===== config.mk =====
export PLATFORM = sky130hd
export DESIGN_NAME = pipe_hazard_ctrl
export DESIGN_NICKNAME = d
export VERILOG_FILES = /design/src/rtl/pipe_pkg.sv /design/src/rtl/haz_lu_detect.sv /design/src/rtl/pipe_hazard_ctrl.sv
export SDC_FILE = /design/constraint.sdc
export NUM_CORES = 1
export LEC_CHECK = 0
export ABC_AREA = 1
export BUFFER_PORTS_ARGS = -buffer_cell sky130_fd_sc_hd__buf_2
export CORE_MARGIN = 5
export CORE_UTILIZATION = 45
export DETAILED_ROUTE_END_ITERATION = 10
export PLACE_DENSITY = 0.68
export SLEW_MARGIN = 15
export SYNTH_ARGS = -nofsm -noshare
export SYNTH_HDL_FRONTEND = slang
export SYNTH_SLANG_ARGS = --single-unit

===== constraint.sdc =====
create_clock -name clk -period 4 [get_ports clk]
set_input_delay 0.4 -clock clk [delete_from_list [all_inputs] [get_ports clk]]
set_output_delay 0.4 -clock clk [all_outputs]
set_load 0.01 [all_outputs]

===== src/rtl/pipe_pkg.sv =====
// Shared types for the pipeline hazard controller: FSM states, register-index
// width and the per-stage stall/flush control bundle.
package pipe_pkg;

    localparam int REG_IDX_W = 5;

    typedef enum logic [1:0] {
        RUN    = 2'd0,
        BUBBLE = 2'd1,
        FREEZE = 2'd2
    } haz_state_t;

    typedef struct packed {
        logic pc_stall;
        logic ifid_stall;
        logic idex_stall;
        logic exmem_stall;
        logic ifid_flush;
        logic idex_flush;
    } haz_ctl_t;

    localparam haz_ctl_t CTL_NONE   = haz_ctl_t'(6'b00_0000);
    localparam haz_ctl_t CTL_LU     = haz_ctl_t'(6'b11_0001);
    localparam haz_ctl_t CTL_FREEZE = haz_ctl_t'(6'b11_1100);
    localparam haz_ctl_t CTL_REDIR  = haz_ctl_t'(6'b00_0011);

    // Saturating 32-bit increment used by the optional performance counters.
    function automatic logic [31:0] sat_inc32(input logic [31:0] val);
        if (val == 32'hFFFF_FFFF) begin
            return val;
        end else begin
            return val + 32'd1;
        end
    endfunction

endpackage


===== src/rtl/haz_lu_detect.sv =====
// Load-use comparator: flags an ID-stage read of the register a load in EX is
// about to write. x0 never creates a hazard.
import pipe_pkg::*;

module haz_lu_detect (
    input  logic                 ex_memRead,
    input  logic [REG_IDX_W-1:0] ex_RegRd,
    input  logic [REG_IDX_W-1:0] id_rs1,
    input  logic                 id_rs1_use,
    input  logic [REG_IDX_W-1:0] id_rs2,
    input  logic                 id_rs2_use,
    output logic                 lu_hit
);

    logic rs1_match_s;
    logic rs2_match_s;

    assign rs1_match_s = id_rs1_use & (id_rs1 == ex_RegRd);
    assign rs2_match_s = id_rs2_use & (id_rs2 == ex_RegRd);
    assign lu_hit      = ex_memRead & (ex_RegRd != {REG_IDX_W{1'b0}}) & (rs1_match_s | rs2_match_s);

endmodule


===== src/rtl/pipe_hazard_ctrl.sv =====
// Pipeline hazard controller: load-use bubbles, redirect squash and memory freeze.
// Optional HAZ_PERF_CNT_EN adds saturating stall/flush/freeze event counters.
import pipe_pkg::*;

module pipe_hazard_ctrl #(
    parameter int LU_BUBBLES  = 1,
    parameter int MEM_TIMEOUT = 255
) (
    input  logic                 clk,
    input  logic                 rst,
    input  logic [REG_IDX_W-1:0] id_rs1,
    input  logic [REG_IDX_W-1:0] id_rs2,
    input  logic                 id_rs1_use,
    input  logic                 id_rs2_use,
    input  logic                 ex_memRead,
    input  logic [REG_IDX_W-1:0] ex_RegRd,
    input  logic                 ex_redirect,
    input  logic                 mem_req,
    input  logic                 mem_ready,
    output logic                 pc_stall,
    output logic                 ifid_stall,
    output logic                 idex_stall,
    output logic                 exmem_stall,
    output logic                 ifid_flush,
    output logic                 idex_flush,
    output logic                 mem_timeout,
`ifdef HAZ_PERF_CNT_EN
    output logic [31:0]          stall_cycles,
    output logic [31:0]          flush_events,
    output logic [31:0]          freeze_cycles,
`endif
    output logic                 busy
);

    localparam logic [1:0]  LU_RELOAD = 2'(LU_BUBBLES - 1);
    localparam logic [15:0] TMO_LIMIT = 16'(MEM_TIMEOUT);

    haz_state_t  state_r;
    haz_state_t  state_s;
    haz_state_t  eff_state_s;
    logic [1:0]  bub_cnt_r;
    logic [1:0]  bub_cnt_s;
    logic [15:0] tmo_cnt_r;
    logic [15:0] tmo_cnt_s;
    logic        mem_timeout_r;
    logic        mem_timeout_s;
    logic        freeze_cond_s;
    logic        lu_hit_s;
    haz_ctl_t    ctl_s;

    assign freeze_cond_s = mem_req & ~mem_ready;

    haz_lu_detect u_lu_detect (
        .ex_memRead (ex_memRead),
        .ex_RegRd   (ex_RegRd),
        .id_rs1     (id_rs1),
        .id_rs1_use (id_rs1_use),
        .id_rs2     (id_rs2),
        .id_rs2_use (id_rs2_use),
        .lu_hit     (lu_hit_s)
    );

    // Release cycle of a freeze behaves as the state that was frozen; the held
    // bubble count tells which one it was.
    always_comb begin
        case (state_r)
            RUN:     eff_state_s = RUN;
            BUBBLE:  eff_state_s = BUBBLE;
            FREEZE:  eff_state_s = (bub_cnt_r != 2'd0) ? BUBBLE : RUN;
            default: eff_state_s = RUN;
        endcase
    end

    // Next-state, counter and control evaluation with freeze > redirect > load-use.
    always_comb begin
        ctl_s         = CTL_NONE;
        state_s       = state_r;
        bub_cnt_s     = bub_cnt_r;
        tmo_cnt_s     = 16'd0;
        mem_timeout_s = mem_timeout_r;
        if (freeze_cond_s) begin
            ctl_s     = CTL_FREEZE;
            state_s   = FREEZE;
            tmo_cnt_s = (tmo_cnt_r != 16'hFFFF) ? (tmo_cnt_r + 16'd1) : tmo_cnt_r;
            if (tmo_cnt_s >= TMO_LIMIT) begin
                mem_timeout_s = 1'b1;
            end else begin
                mem_timeout_s = mem_timeout_r;
            end
        end else if (ex_redirect) begin
            ctl_s     = CTL_REDIR;
            state_s   = RUN;
            bub_cnt_s = 2'd0;
        end else begin
            case (eff_state_s)
                RUN: begin
                    if (lu_hit_s) begin
                        ctl_s = CTL_LU;
                        if (LU_BUBBLES > 1) begin
                            state_s   = BUBBLE;
                            bub_cnt_s = LU_RELOAD;
                        end else begin
                            state_s   = RUN;
                            bub_cnt_s = 2'd0;
                        end
                    end else begin
                        ctl_s     = CTL_NONE;
                        state_s   = RUN;
                        bub_cnt_s = 2'd0;
                    end
                end
                BUBBLE: begin
                    ctl_s = CTL_LU;
                    if (bub_cnt_r <= 2'd1) begin
                        state_s   = RUN;
                        bub_cnt_s = 2'd0;
                    end else begin
                        state_s   = BUBBLE;
                        bub_cnt_s = bub_cnt_r - 2'd1;
                    end
                end
                default: begin
                    ctl_s     = CTL_NONE;
                    state_s   = RUN;
                    bub_cnt_s = 2'd0;
                end
            endcase
        end
    end

    // Output drive; everything is forced quiet while reset is held.
    always_comb begin
        if (rst) begin
            pc_stall    = 1'b0;
            ifid_stall  = 1'b0;
            idex_stall  = 1'b0;
            exmem_stall = 1'b0;
            ifid_flush  = 1'b0;
            idex_flush  = 1'b0;
            mem_timeout = 1'b0;
            busy        = 1'b0;
        end else begin
            pc_stall    = ctl_s.pc_stall;
            ifid_stall  = ctl_s.ifid_stall;
            idex_stall  = ctl_s.idex_stall;
            exmem_stall = ctl_s.exmem_stall;
            ifid_flush  = ctl_s.ifid_flush;
            idex_flush  = ctl_s.idex_flush;
            mem_timeout = mem_timeout_r;
            busy        = (state_r != RUN);
        end
    end

    // State, bubble/timeout counters and sticky timeout flag.
    always_ff @(posedge clk) begin
        if (rst) begin
            state_r       <= RUN;
            bub_cnt_r     <= 2'd0;
            tmo_cnt_r     <= 16'd0;
            mem_timeout_r <= 1'b0;
        end else begin
            state_r       <= state_s;
            bub_cnt_r     <= bub_cnt_s;
            tmo_cnt_r     <= tmo_cnt_s;
            mem_timeout_r <= mem_timeout_s;
        end
    end

`ifdef HAZ_PERF_CNT_EN
    logic [31:0] stall_cycles_r;
    logic [31:0] flush_events_r;
    logic [31:0] freeze_cycles_r;

    // Saturating event counters for stalls, flushes and frozen cycles.
    always_ff @(posedge clk) begin
        if (rst) begin
            stall_cycles_r  <= 32'd0;
            flush_events_r  <= 32'd0;
            freeze_cycles_r <= 32'd0;
        end else begin
            stall_cycles_r  <= ctl_s.pc_stall ? sat_inc32(stall_cycles_r) : stall_cycles_r;
            flush_events_r  <= (ctl_s.ifid_flush | ctl_s.idex_flush) ? sat_inc32(flush_events_r) : flush_events_r;
            freeze_cycles_r <= freeze_cond_s ? sat_inc32(freeze_cycles_r) : freeze_cycles_r;
        end
    end

    assign stall_cycles  = stall_cycles_r;
    assign flush_events  = flush_events_r;
    assign freeze_cycles = freeze_cycles_r;
`endif

endmodule


# Yosys cells after proc, flatten, opt, wreduce, memory -nomap -nowiden
# Cells that the tools add are included.
# word_totals
reg_bits	21
wordCells	53
out_inout_bits	8
in_bits	23
# op_classes
mux	22
n_reduce_logical	7
magnitude_cmp	2
addsub	2
n_bitwise	9
n_eq_ne	6
# op_table
cell	n
6-bit two-way mux	3
16-bit by 1-bit adder with 16-bit output (second input constant)	1
16-bit by 8-bit greater-or-equal comparator with 1-bit output (second input constant)	1
16-bit two-way mux	1
16-bit != test (second input constant)	1
1-bit two-way mux	12
6-bit case mux with 2 select lines	1
5-bit equality test	2
2-bit two-way mux	4
1-bit bitwise AND	5
5-bit nonzero test	1
2-bit by 1-bit equality test with 1-bit output (second input constant)	2
2-bit nonzero test	2
4-bit OR reduction	1
1-bit NOT	3
2-bit equality test (second input constant)	1
2-bit by 1-bit less-or-equal comparator with 1-bit output (second input constant)	1
2-bit zero test	1
1-bit case mux with 2 select lines	1
2-bit AND reduction	1
2-bit OR reduction	1
2-bit by 1-bit subtractor with 2-bit output (second input constant)	1
1-bit bitwise OR	1

# Depth between registers and ports, before layout
# Gate-level depths: netlist (run 1).
# depth
word_depth	9
depth_mapped	14
mapped_depth_nobuf	13

# Cells and area by module
# Synthesis (run 1) repeated with hierarchy kept, for this count alone.
# hier_totals
cells_unflattened	253
area_unflattened_um2	1530.2
# modules_own_cells
module	seq_area_each_um2	n_inst	area_each_um2	cells_each
pipe_hazard_ctrl	420.4	1	1313.8	199
haz_lu_detect	0.0	1	216.5	54

# Worst setup path before layout (run 1)
# Ideal clock, no wire load.
# synth_path
kind	input to output
start	in mem_req
end	out pc_stall
arrival_time_ps	1510
slack_ps	2090
t_required_ps	3600
stages	8
n_path_buf	2
cell_sequence	inv_1 -> nor2_1 -> inv_1 -> nor2_2 -> inv_1 -> clkbuf_1 -> nand2_1 -> buf_4
# synth_between
elab_chain_cells	3
# synth_rtl
item	line_no	rtl
from (decl)	pipe_hazard_ctrl.sv:18	input logic mem_req,
1-bit bitwise AND	pipe_hazard_ctrl.sv:51	assign freeze_cond_s = mem_req & ~mem_ready;
6-bit two-way mux	pipe_hazard_ctrl.sv:81	if (freeze_cond_s) begin
1-bit two-way mux	pipe_hazard_ctrl.sv:133	if (rst) begin
to (decl)	pipe_hazard_ctrl.sv:20	output logic pc_stall,
# No other way between the ends.

# Final worst setup path (run 1)
# layout_path
start	in mem_ready
end	out ifid_stall
# layout_between
elab_chain_cells	4
# layout_rtl
item	line_no	rtl
from (decl)	pipe_hazard_ctrl.sv:19	input logic mem_ready,
1-bit NOT	pipe_hazard_ctrl.sv:51	
1-bit bitwise AND	pipe_hazard_ctrl.sv:51	
6-bit two-way mux	pipe_hazard_ctrl.sv:81	
1-bit two-way mux	pipe_hazard_ctrl.sv:133	
to (decl)	pipe_hazard_ctrl.sv:21	output logic ifid_stall,
# No other way between the ends.

==> out/results.ini, run 1 <==
[floorplan]
core_area_mm2=0.003078
die_h_um=66.67
die_w_um=66.67
io_pins=31
start_util=0.4695
dieArea_mm2=0.004445
fp-row-count=20

[yosys]
synth_ff_type=dfxtp_1
synth_cell_types=27
synthTopCellsByCount=62 x nand2_1, 37 x inv_1, 33 x nor2_1
synth_area_leaders=dfxtp_1 29%, nand2_1 16%, inv_1 9.6%
yosysTopAreaCell=dfxtp_1
synth_edf_count=0
syn-num-nets=258
synthArstFlopShare=0
netlist.area_leader.share=0.2909
synth_seq_cells=21
avgSynthCellArea_um2=6.256
ys_seq_area_frac=0.2909
synth_area_mm2=0.001445
synth_cells=231
yosysMostFrequentCell=nand2_1
synth_warnings=0

[power_and_ir_drop]
leakagePower_uw=0.0008584
p_sw_frac=0.2409
p_switching_uw=84.55
p_int_uw=266.4
pwr-share-seq=0.600
p_per_area_mw_per_mm2=213.6
max-vdd-ir-drop_uv=75.34
p_clk_frac=0.292
p_comb_frac=0.108

[worst_hold_path]
holdPathStages=2
hp-start=rst
worstHoldEndpoint=state_r[1]$_SDFF_PP0_
hold_path_class=in2reg

[global_route]
grtUsageMet1=0.1926
grt_util_met3=0.03373
grt_pass1_wl_um=5271
antenna_found_initial=0
use_met2=0.2550
grt_usage=0.1551
grt_most_used_layer=met2
grt_pass1_vias=1260
grt-ovfl-total=0
grt_start_max_net_pins=18

[cells_and_area]
nNetsFinal=289
n_fill_cell=338
drive_gt1_frac=0.1686
syn_to_final_growth_pct=13.68
diodes=0

[setup_path]
r2r_slack_ns=2.21
rr_startpoint=tmo_cnt_r[0]$_SDFF_PN0_
critPathLaunch=mem_ready
crit_required_ns=3.60
rr_worst_depth=13
timing.rr.end=mem_timeout_r$_SDFFE_PP0P_
cp-start-kind=input pin
critical_path.max_fanout=13
worstPathArrival_ns=1.59
path_class=in2out
worstSetupEndpointType=output port

[sta]
fmax_mhz=501.9
max_slew_margin=0.7124
finClkSkew_ns=0.006821
post-route-min-period_ns=1.993
finalCritPeriodShare=0.4981
finalHoldViolCount=0
maxSlewViolCount=0
fin_ws_ns=2.007
setup-violations-final=0
rsz0062_at_grt=no
tns_ns=0
worstMarginPinSlew_ns=0.4298

[clock_tree]
hold_buffers=0
insertion_delay_ns=0.31
cts_buffer_depth=2
cts_sinks=21
clk_pin_slew_ns=0.11
cts_buffers=3
cts_resized=0
post_cts_buffers=0
cts_tree=built
ctsRootBufferMaster=clkbuf_4
htreeDepth=1

[flow_run]
drv_cap=0

[route]
dr.first_iter.drc_count=93
routedWlPerCell_um=10.03
drtPass1Iterations=5
wirelength_um=3060
dr_total_vias=1438
via_per_inst=4.715
antenna_left=0
drc=0

[placement]
place_ws_ns=1.973
gp_congestion=0.8316
port_buffers=30
dp_hpwl_um=2529

[outcome]
outcome=finished clean

==> metal layers <==
metal  wire (um)  vias to the layer above
li1            -                      782
met1        1469                      618
met2        1351                       33
met3         171                        5
met4          68                        0
met5           0                        -
==> worst max-delay path: stages <==
cell	delay, ns
buf_2	0.09
nor2_1	0.13
inv_1	0.09
nor2_2	0.29
inv_1	0.29
nand2_1	0.16
buf_2	0.14
==> state kept, by name, summed over array words and instances, names as in the netlist <==
name,cells
bub_cnt_r,2
mem_timeout_r,1
state_r,2
tmo_cnt_r,16
==> kinds of logic (layout without fill, tap and decap cells) <==
family,after synthesis,in the layout,share of synthesized area
xor+xnor,8,8,0.04849
simple gates,135,135,0.4216
flops,21,21,0.2909
compound gates,21,21,0.08052
buf+inv,42,72,0.1238
fa+ha+maj,4,4,0.03463
==> power groups by stage <==
| stage | Clock (uW) | Combinational [uW] | Sequential (uW) |
|---|---|---|---|
| after floorplan | 0 | 20.4 | 215 |
| after global placement | 0 | 38.0 | 215 |
| after detailed placement | 0 | 38.4 | 215 |
| after CTS | 107 | 38.4 | 211 |
| after global routing | 115 | 43.0 | 211 |
| final | 102 | 37.8 | 211 |
==> cell type report <==
type                    instances  area, um^2  share of cell area
multi-input cells             168       845.8              0.5148
flip-flops and latches         21       420.4              0.2559
repair buffers                 30       150.1             0.09139
inverters                      38       145.1             0.08835
well taps                      44       55.05             0.03351
clock buffers                   4       26.28             0.01599
==> per-stage QoR <==
| step | hold slack [ns] | util | total power [uW] | instance area [um^2] | cells |
|---|---|---|---|---|---|
| 2_1_floorplan | 0.4211 | - | 235.7 | 1445 | 231 |
| 3_3_place_gp | 0.4352 | 0.5252 | 253.5 | 1617 | 301 |
| 3_5_place_dp | 0.4382 | 0.5252 | 253.8 | 1617 | 301 |
| 4_1_cts | 0.3211 | 0.5337 | 356.4 | 1643 | 305 |
| 5_1_grt | 0.3465 | 0.5337 | 368.9 | 1643 | 305 |
| 6_report | 0.3254 | 0.5337 | 351.0 | 1643 | 305 |
==> cell usage in the layout, fill, tap and decap left out <==
cell | Yosys | routed
nand2_1 | 62 | 62
inv_1 | 37 | 37
nor2_1 | 33 | 33
buf_2 | 0 | 30
nand3_1 | 21 | 21
dfxtp_1 | 21 | 21
a21oi_1 | 9 | 9
o21ai_0 | 7 | 7
nand4_1 | 7 | 7
xor2_1 | 5 | 5
ha_1 | 4 | 4
xnor2_1 | 3 | 3
nand2_2 | 3 | 3
clkbuf_4 | 0 | 3
nor2_2 | 2 | 2
nor2_4 | 2 | 2
a31oi_1 | 2 | 2
a211oi_1 | 1 | 1
nor3_1 | 1 | 1
or2_2 | 1 | 1
nand2_4 | 1 | 1
nor2_8 | 1 | 1
a22o_1 | 1 | 1
inv_4 | 1 | 1
nand3b_1 | 1 | 1
o21a_1 | 1 | 1
clkbuf_1 | 1 | 1
==> worst max-delay path by stage <==
| stage | end |
|---|---|
| floorplan | pc_stall |
| global placement | ifid_stall |
| detailed placement | ifid_stall |
| CTS | ifid_stall |
| global route | ifid_stall |
| finish | ifid_stall |
Power figures use the tool's default switching activity.
==> run 2, diff against run 1 <==
PLACE_DENSITY = 0.71   (was 0.68)
clock period = 1.7 ns   (was 4 ns; I/O delays follow)
==> out/results.ini, run 2 (same netlist as run 1, synthesis figures left out) <==
[sta]
maxSlewViolCount=0
holdWs_ns=0.1080
post-route-min-period_ns=1.617
setup-violations-final=0
finClkSkew_ns=0.002114
rsz0062_at_grt=yes
worstMarginPinSlew_ns=0.4501
finalHoldViolCount=0
finalCritPeriodShare=0.9514
fmax_mhz=618.3
max_slew_margin=0.6996

[clock_tree]
cts_sinks=21
hold_buffers=0
clk_pin_slew_ns=0.11
insertion_delay_ns=0.29
ctsRootBufferMaster=clkbuf_4
htreeDepth=1
cts_tree=built
cts_buffers=3
cts_buffer_depth=2

[setup_path]
r2r_slack_ns=0.08
cp-start-kind=flop
critical_path.max_fanout=8
crit_required_ns=1.95
path_class=reg2reg
worstSetupEndpointType=flop
crit_end=mem_timeout_r$_SDFFE_PP0P_
rr_worst_depth=12
worstPathArrival_ns=1.87
timing.rr.end=mem_timeout_r$_SDFFE_PP0P_
rr_startpoint=tmo_cnt_r[9]$_SDFF_PN0_
critPathLaunch=tmo_cnt_r[9]$_SDFF_PN0_

[floorplan]
die_w_um=66.67
dieArea_mm2=0.004445
die_h_um=66.67
start_util=0.4695
fp-row-count=20
core_area_mm2=0.003078
io_pins=31

[cells_and_area]
n_fill_cell=283
final_util=0.6159
largest_reg_flops=16
final_cell_mix=51 x nand2_1, 36 x inv_1, 28 x buf_2
largest-register=tmo_cnt_r
drive_gt1_frac=0.3431
top_regs=tmo_cnt_r x16, bub_cnt_r x2, state_r x2
layout_commonest_cell=nand2_1
multiInputGateArea_um2=944.7
ff_latch_area_um2=440.4
diodes=0
syn_to_final_growth_pct=31.17
nNetsFinal=302

[global_route]
grt_start_max_net_pins=18
antenna_found_initial=0
grt_pass1_vias=1307
grt_pass1_wl_um=5402
grt-ovfl-total=0
grt_usage=0.1564

[route]
dr_total_vias=1520
drc=0
routedWlPerCell_um=10.98
drtPass1Iterations=4
wirelength_um=3492
dr.first_iter.drc_count=139
antenna_left=0
via_per_inst=4.780

[power_and_ir_drop]
p_per_area_mw_per_mm2=437.0
leakagePower_uw=0.0009544
total_power_uw=828.3
max-vdd-ir-drop_uv=203.8

[placement]
gp_congestion=0.9311
dp_hpwl_um=2625
port_buffers=30

[outcome]
outcome=finished clean

[worst_hold_path]
hold_path_class=in2reg

[flow_run]
drv_cap=0

run 2: cell types whose count changed in the layout (fill, tap and decap cells not counted), sizes merged:
| cell | previous run | this run |
|---|---|---|
| inv | 38 | 40 |
| buf | 30 | 41 |
run 2: how the worst min path moves through the flow:
stage          depth (start not counted)  from  slack [ns]                    end
2_1_floorplan                          1   rst        0.24  state_r[1]$_SDFF_PP0_
3_3_place_gp                           2   rst        0.42  state_r[1]$_SDFF_PP0_
3_5_place_dp                           2   rst        0.42  state_r[1]$_SDFF_PP0_
4_1_cts                                2   rst        0.09  state_r[1]$_SDFF_PP0_
5_1_grt                                2   rst        0.11  state_r[1]$_SDFF_PP0_
6_report                               2   rst        0.11  state_r[1]$_SDFF_PP0_
run 2: final cells by class:
| cell class | instances | area share |
|---|---|---|
| sequential | 21 | 0.2323 |
| timing repair inverter | 2 | 0.009241 |
| inverter | 38 | 0.07921 |
| timing repair buffer | 41 | 0.1380 |
| multi-input combinational | 168 | 0.4983 |
| clock buffer | 4 | 0.01386 |
| tap | 44 | 0.02904 |
run 2: per-layer routing:
| metal | GRT usage | up-vias | share of wire |
|---|---|---|---|
| met5 | 0 | - | 0 |
| li1 | - | 808 | - |
| met2 | 0.2550 | 56 | 0.47 |
| met4 | 0.04569 | 0 | 0.020 |
| met1 | 0.2086 | 650 | 0.44 |
| met3 | 0.02867 | 6 | 0.067 |
run 2: repair_timing:
action,in CTS,in global routing
gates cloned,0,2
pin swaps,1,19
resized for setup,3,49
buffers inserted,1,3
endpoints found under the setup margin,1,4
run 2: per-stage QoR:
stage / instances / instance area (um^2) / TNS, ns / setup slack [ns]
detailed placement: 308 / 1669 / -0.02270 / -0.02270
finish: 318 / 1896 / 0 / 0.08254
CTS: 313 / 1720 / 0 / 0.002034
floorplan: 231 / 1445 / 0 / 0.04829
global route: 318 / 1896 / -0.04381 / -0.04381
global placement: 308 / 1669 / 0 / 0.02310
run 2: worst max-delay path, stage by stage, from the launching register on:
cell	delay, ns
dfxtp_2	0.37
nand2_1	0.12
nor2_2	0.20
nand2_2	0.12
nor2_8	0.24
inv_8	0.07
nand2_4	0.06
nand2_2	0.05
nor2_2	0.11
nand3_1	0.08
nand2_1	0.06
nand2_1	0.04
nand2_1	0.05
run 2: report_power, final:
group	leakage (uW)	switching [uW]	internal, uW	total [uW]
combinational	0.000763	51.8	48.0	99.8
sequential	0.000176	2.02	491	493
clock	0.0000150	144	91.2	236
==> run 3, diff against run 2 <==
PLACE_DENSITY = 0.7   (was 0.71)
SYNTH_HIERARCHICAL = 1   (was default)
==> out/results.ini, run 3 <==
[sta]
setup-violations-final=2
fin_ws_ns=-0.01601
worstMarginPinSlew_ns=0.2843
fmax_mhz=582.7
post-route-min-period_ns=1.716
finClkSkew_ns=0.01082
finalHoldViolCount=0
max_slew_margin=0.8104
rsz0062_at_grt=yes
maxSlewViolCount=0
tns_ns=-0.03180
finalCritPeriodShare=1.009

[floorplan]
io_pins=31
core_area_mm2=0.003311
die_w_um=68.32
fp-row-count=21
die_h_um=68.32
start_util=0.4622
dieArea_mm2=0.004667

[global_route]
grtUsageMet1=0.2304
grt_start_max_net_pins=18
grt_usage=0.1662
grt-ovfl-total=0
grt_util_met3=0.01478
grt_most_used_layer=met2
grt_pass1_vias=1393
antenna_found_initial=0
use_met2=0.2671
grt_pass1_wl_um=5920

[clock_tree]
post_cts_buffers=0
insertion_delay_ns=0.32
clk_pin_slew_ns=0.12
hold_buffers=0
htreeDepth=1
cts_buffers=3
ctsRootBufferMaster=clkbuf_4
cts_buffer_depth=2
cts_sinks=21
cts_tree=built

[cells_and_area]
final_util=0.5620
syn_to_final_growth_pct=21.59
ff_latch_area_um2=432.9
layout_commonest_cell=nand2_1
multiInputGateArea_um2=975.9
nNetsFinal=314
final_cell_mix=76 x nand2_1, 41 x inv_1, 30 x buf_2
n_fill_cell=340
drive_gt1_frac=0.2692
top_regs=tmo_cnt_r x16, bub_cnt_r x2, state_r x2
largest-register=tmo_cnt_r
diodes=0
largest_reg_flops=16

[placement]
dp_hpwl_um=2765
gp_congestion=0.8785
port_buffers=30

[setup_path]
rr_worst_depth=12
rr_startpoint=tmo_cnt_r[0]$_SDFF_PN0_
worstPathArrival_ns=1.55
cp-start-kind=flop
critical_path.max_fanout=2
timing.rr.end=mem_timeout_r$_SDFFE_PP0P_
r2r_slack_ns=0.03
worstSetupEndpointType=output port
crit_required_ns=1.53
path_class=reg2out

[worst_hold_path]
holdPathStages=2
hold_path_class=in2reg
worstHoldEndpoint=state_r[1]$_SDFF_PP0_
hp-start=rst

[route]
drtPass1Iterations=4
drc=0
wirelength_um=3516
antenna_left=0
dr.first_iter.drc_count=71
dr_total_vias=1565
routedWlPerCell_um=10.59
via_per_inst=4.714

[outcome]
violations=setup timing
outcome=finished, violations left

[yosys]
synth_seq_cells=21
netlist.area_leader.share=0.2747
synth_area_mm2=0.001530
ys_seq_area_frac=0.2747
synth_edf_count=0
yosysTopAreaCell=dfxtp_1
avgSynthCellArea_um2=6.048
synthTopCellsByCount=77 x nand2_1, 44 x inv_1, 34 x nor2_1
yosysMostFrequentCell=nand2_1
syn-num-nets=280
synth_cells=253
synth_warnings=6
synth_ff_type=dfxtp_1
synthArstFlopShare=0
synth_area_leaders=dfxtp_1 27%, nand2_1 19%, inv_1 11%
synth_cell_types=29

[power_and_ir_drop]
leakagePower_uw=0.0009383
p_per_area_mw_per_mm2=460.8
max-vdd-ir-drop_uv=352.1

[flow_run]
drv_cap=0

## run 3: logic make-up (layout without fill, tap and decap cells)
logic type	count (synthesis)	in the layout	synth area share
buf+inv	52	85	0.1423
mux	1	1	0.006542
compound gates	18	18	0.06623
fa+ha+maj	4	4	0.03271
flops	21	21	0.2747
simple gates	153	153	0.4546
xor+xnor	4	4	0.02290
## run 3: critical path, stage by stage (launching register included)
cell,delay (ns)
dfxtp_4,0.39
inv_4,0.05
ha_4,0.25
nand2_2,0.04
inv_2,0.08
nor2_4,0.04
o31ai_2,0.20
buf_2,0.17
## run 3: how the worst max path moves through the flow
stage / startpoint / to / slack (ns) / depth (start not counted)
floorplan: tmo_cnt_r[0]$_SDFF_PN0_ / mem_timeout_r$_SDFFE_PP0P_ / 0.1 / 11
global placement: tmo_cnt_r[2]$_SDFF_PN0_ / mem_timeout_r$_SDFFE_PP0P_ / 0.03 / 11
detailed placement: tmo_cnt_r[0]$_SDFF_PN0_ / mem_timeout_r$_SDFFE_PP0P_ / 0.02 / 12
CTS: state_r[1]$_SDFF_PP0_ / ifid_stall / -0.06 / 7
global route: tmo_cnt_r[0]$_SDFF_PN0_ / mem_timeout_r$_SDFFE_PP0P_ / -0.13 / 11
finish: state_r[0]$_SDFF_PP0_ / ifid_stall / -0.02 / 7
## run 3: layout make-up
| type | instances | area share |
|---|---|---|
| timing repair buffer | 34 | 0.09684 |
| inverter | 47 | 0.09886 |
| sequential | 21 | 0.2327 |
| clock buffer | 3 | 0.01210 |
| multi-input combinational | 180 | 0.5245 |
| clock inverter | 1 | 0.004035 |
| tap | 46 | 0.03093 |
## run 3: repair_timing
| item | in CTS | in global routing |
|---|---|---|
| setup endpoints to repair | 4 | 4 |
| pin swaps | 4 | 2 |
| gates resized for setup | 14 | 19 |
| hold endpoints to repair | 0 | 0 |
## run 3: stage by stage
stage	total power, uW	instance area, um^2	cells	worst slack, ns	hold slack [ns]
2_1_floorplan	567.6	1530	253	0.09733	0.3521
3_3_place_gp	611.5	1727	328	0.02917	0.4471
3_5_place_dp	612.3	1727	328	0.01860	0.4488
4_1_cts	872.2	1798	332	-0.06239	0.09652
5_1_grt	906.9	1861	332	-0.1331	0.1229
6_report	857.2	1861	332	-0.01601	0.1014
## run 3: per-layer routing
metal | part of all wire | wire (um)
met5 | 0 | 0
met1 | 0.48 | 1673
met4 | 0.014 | 50
met2 | 0.46 | 1606
met3 | 0.053 | 185
## run 3: where the power goes
| group | switching, uW | internal [uW] |
|---|---|---|
| registers | 2.82 | 492 |
| clock network | 161 | 90.1 |
| logic | 62.4 | 48.8 |
| total | 227 | 631 |
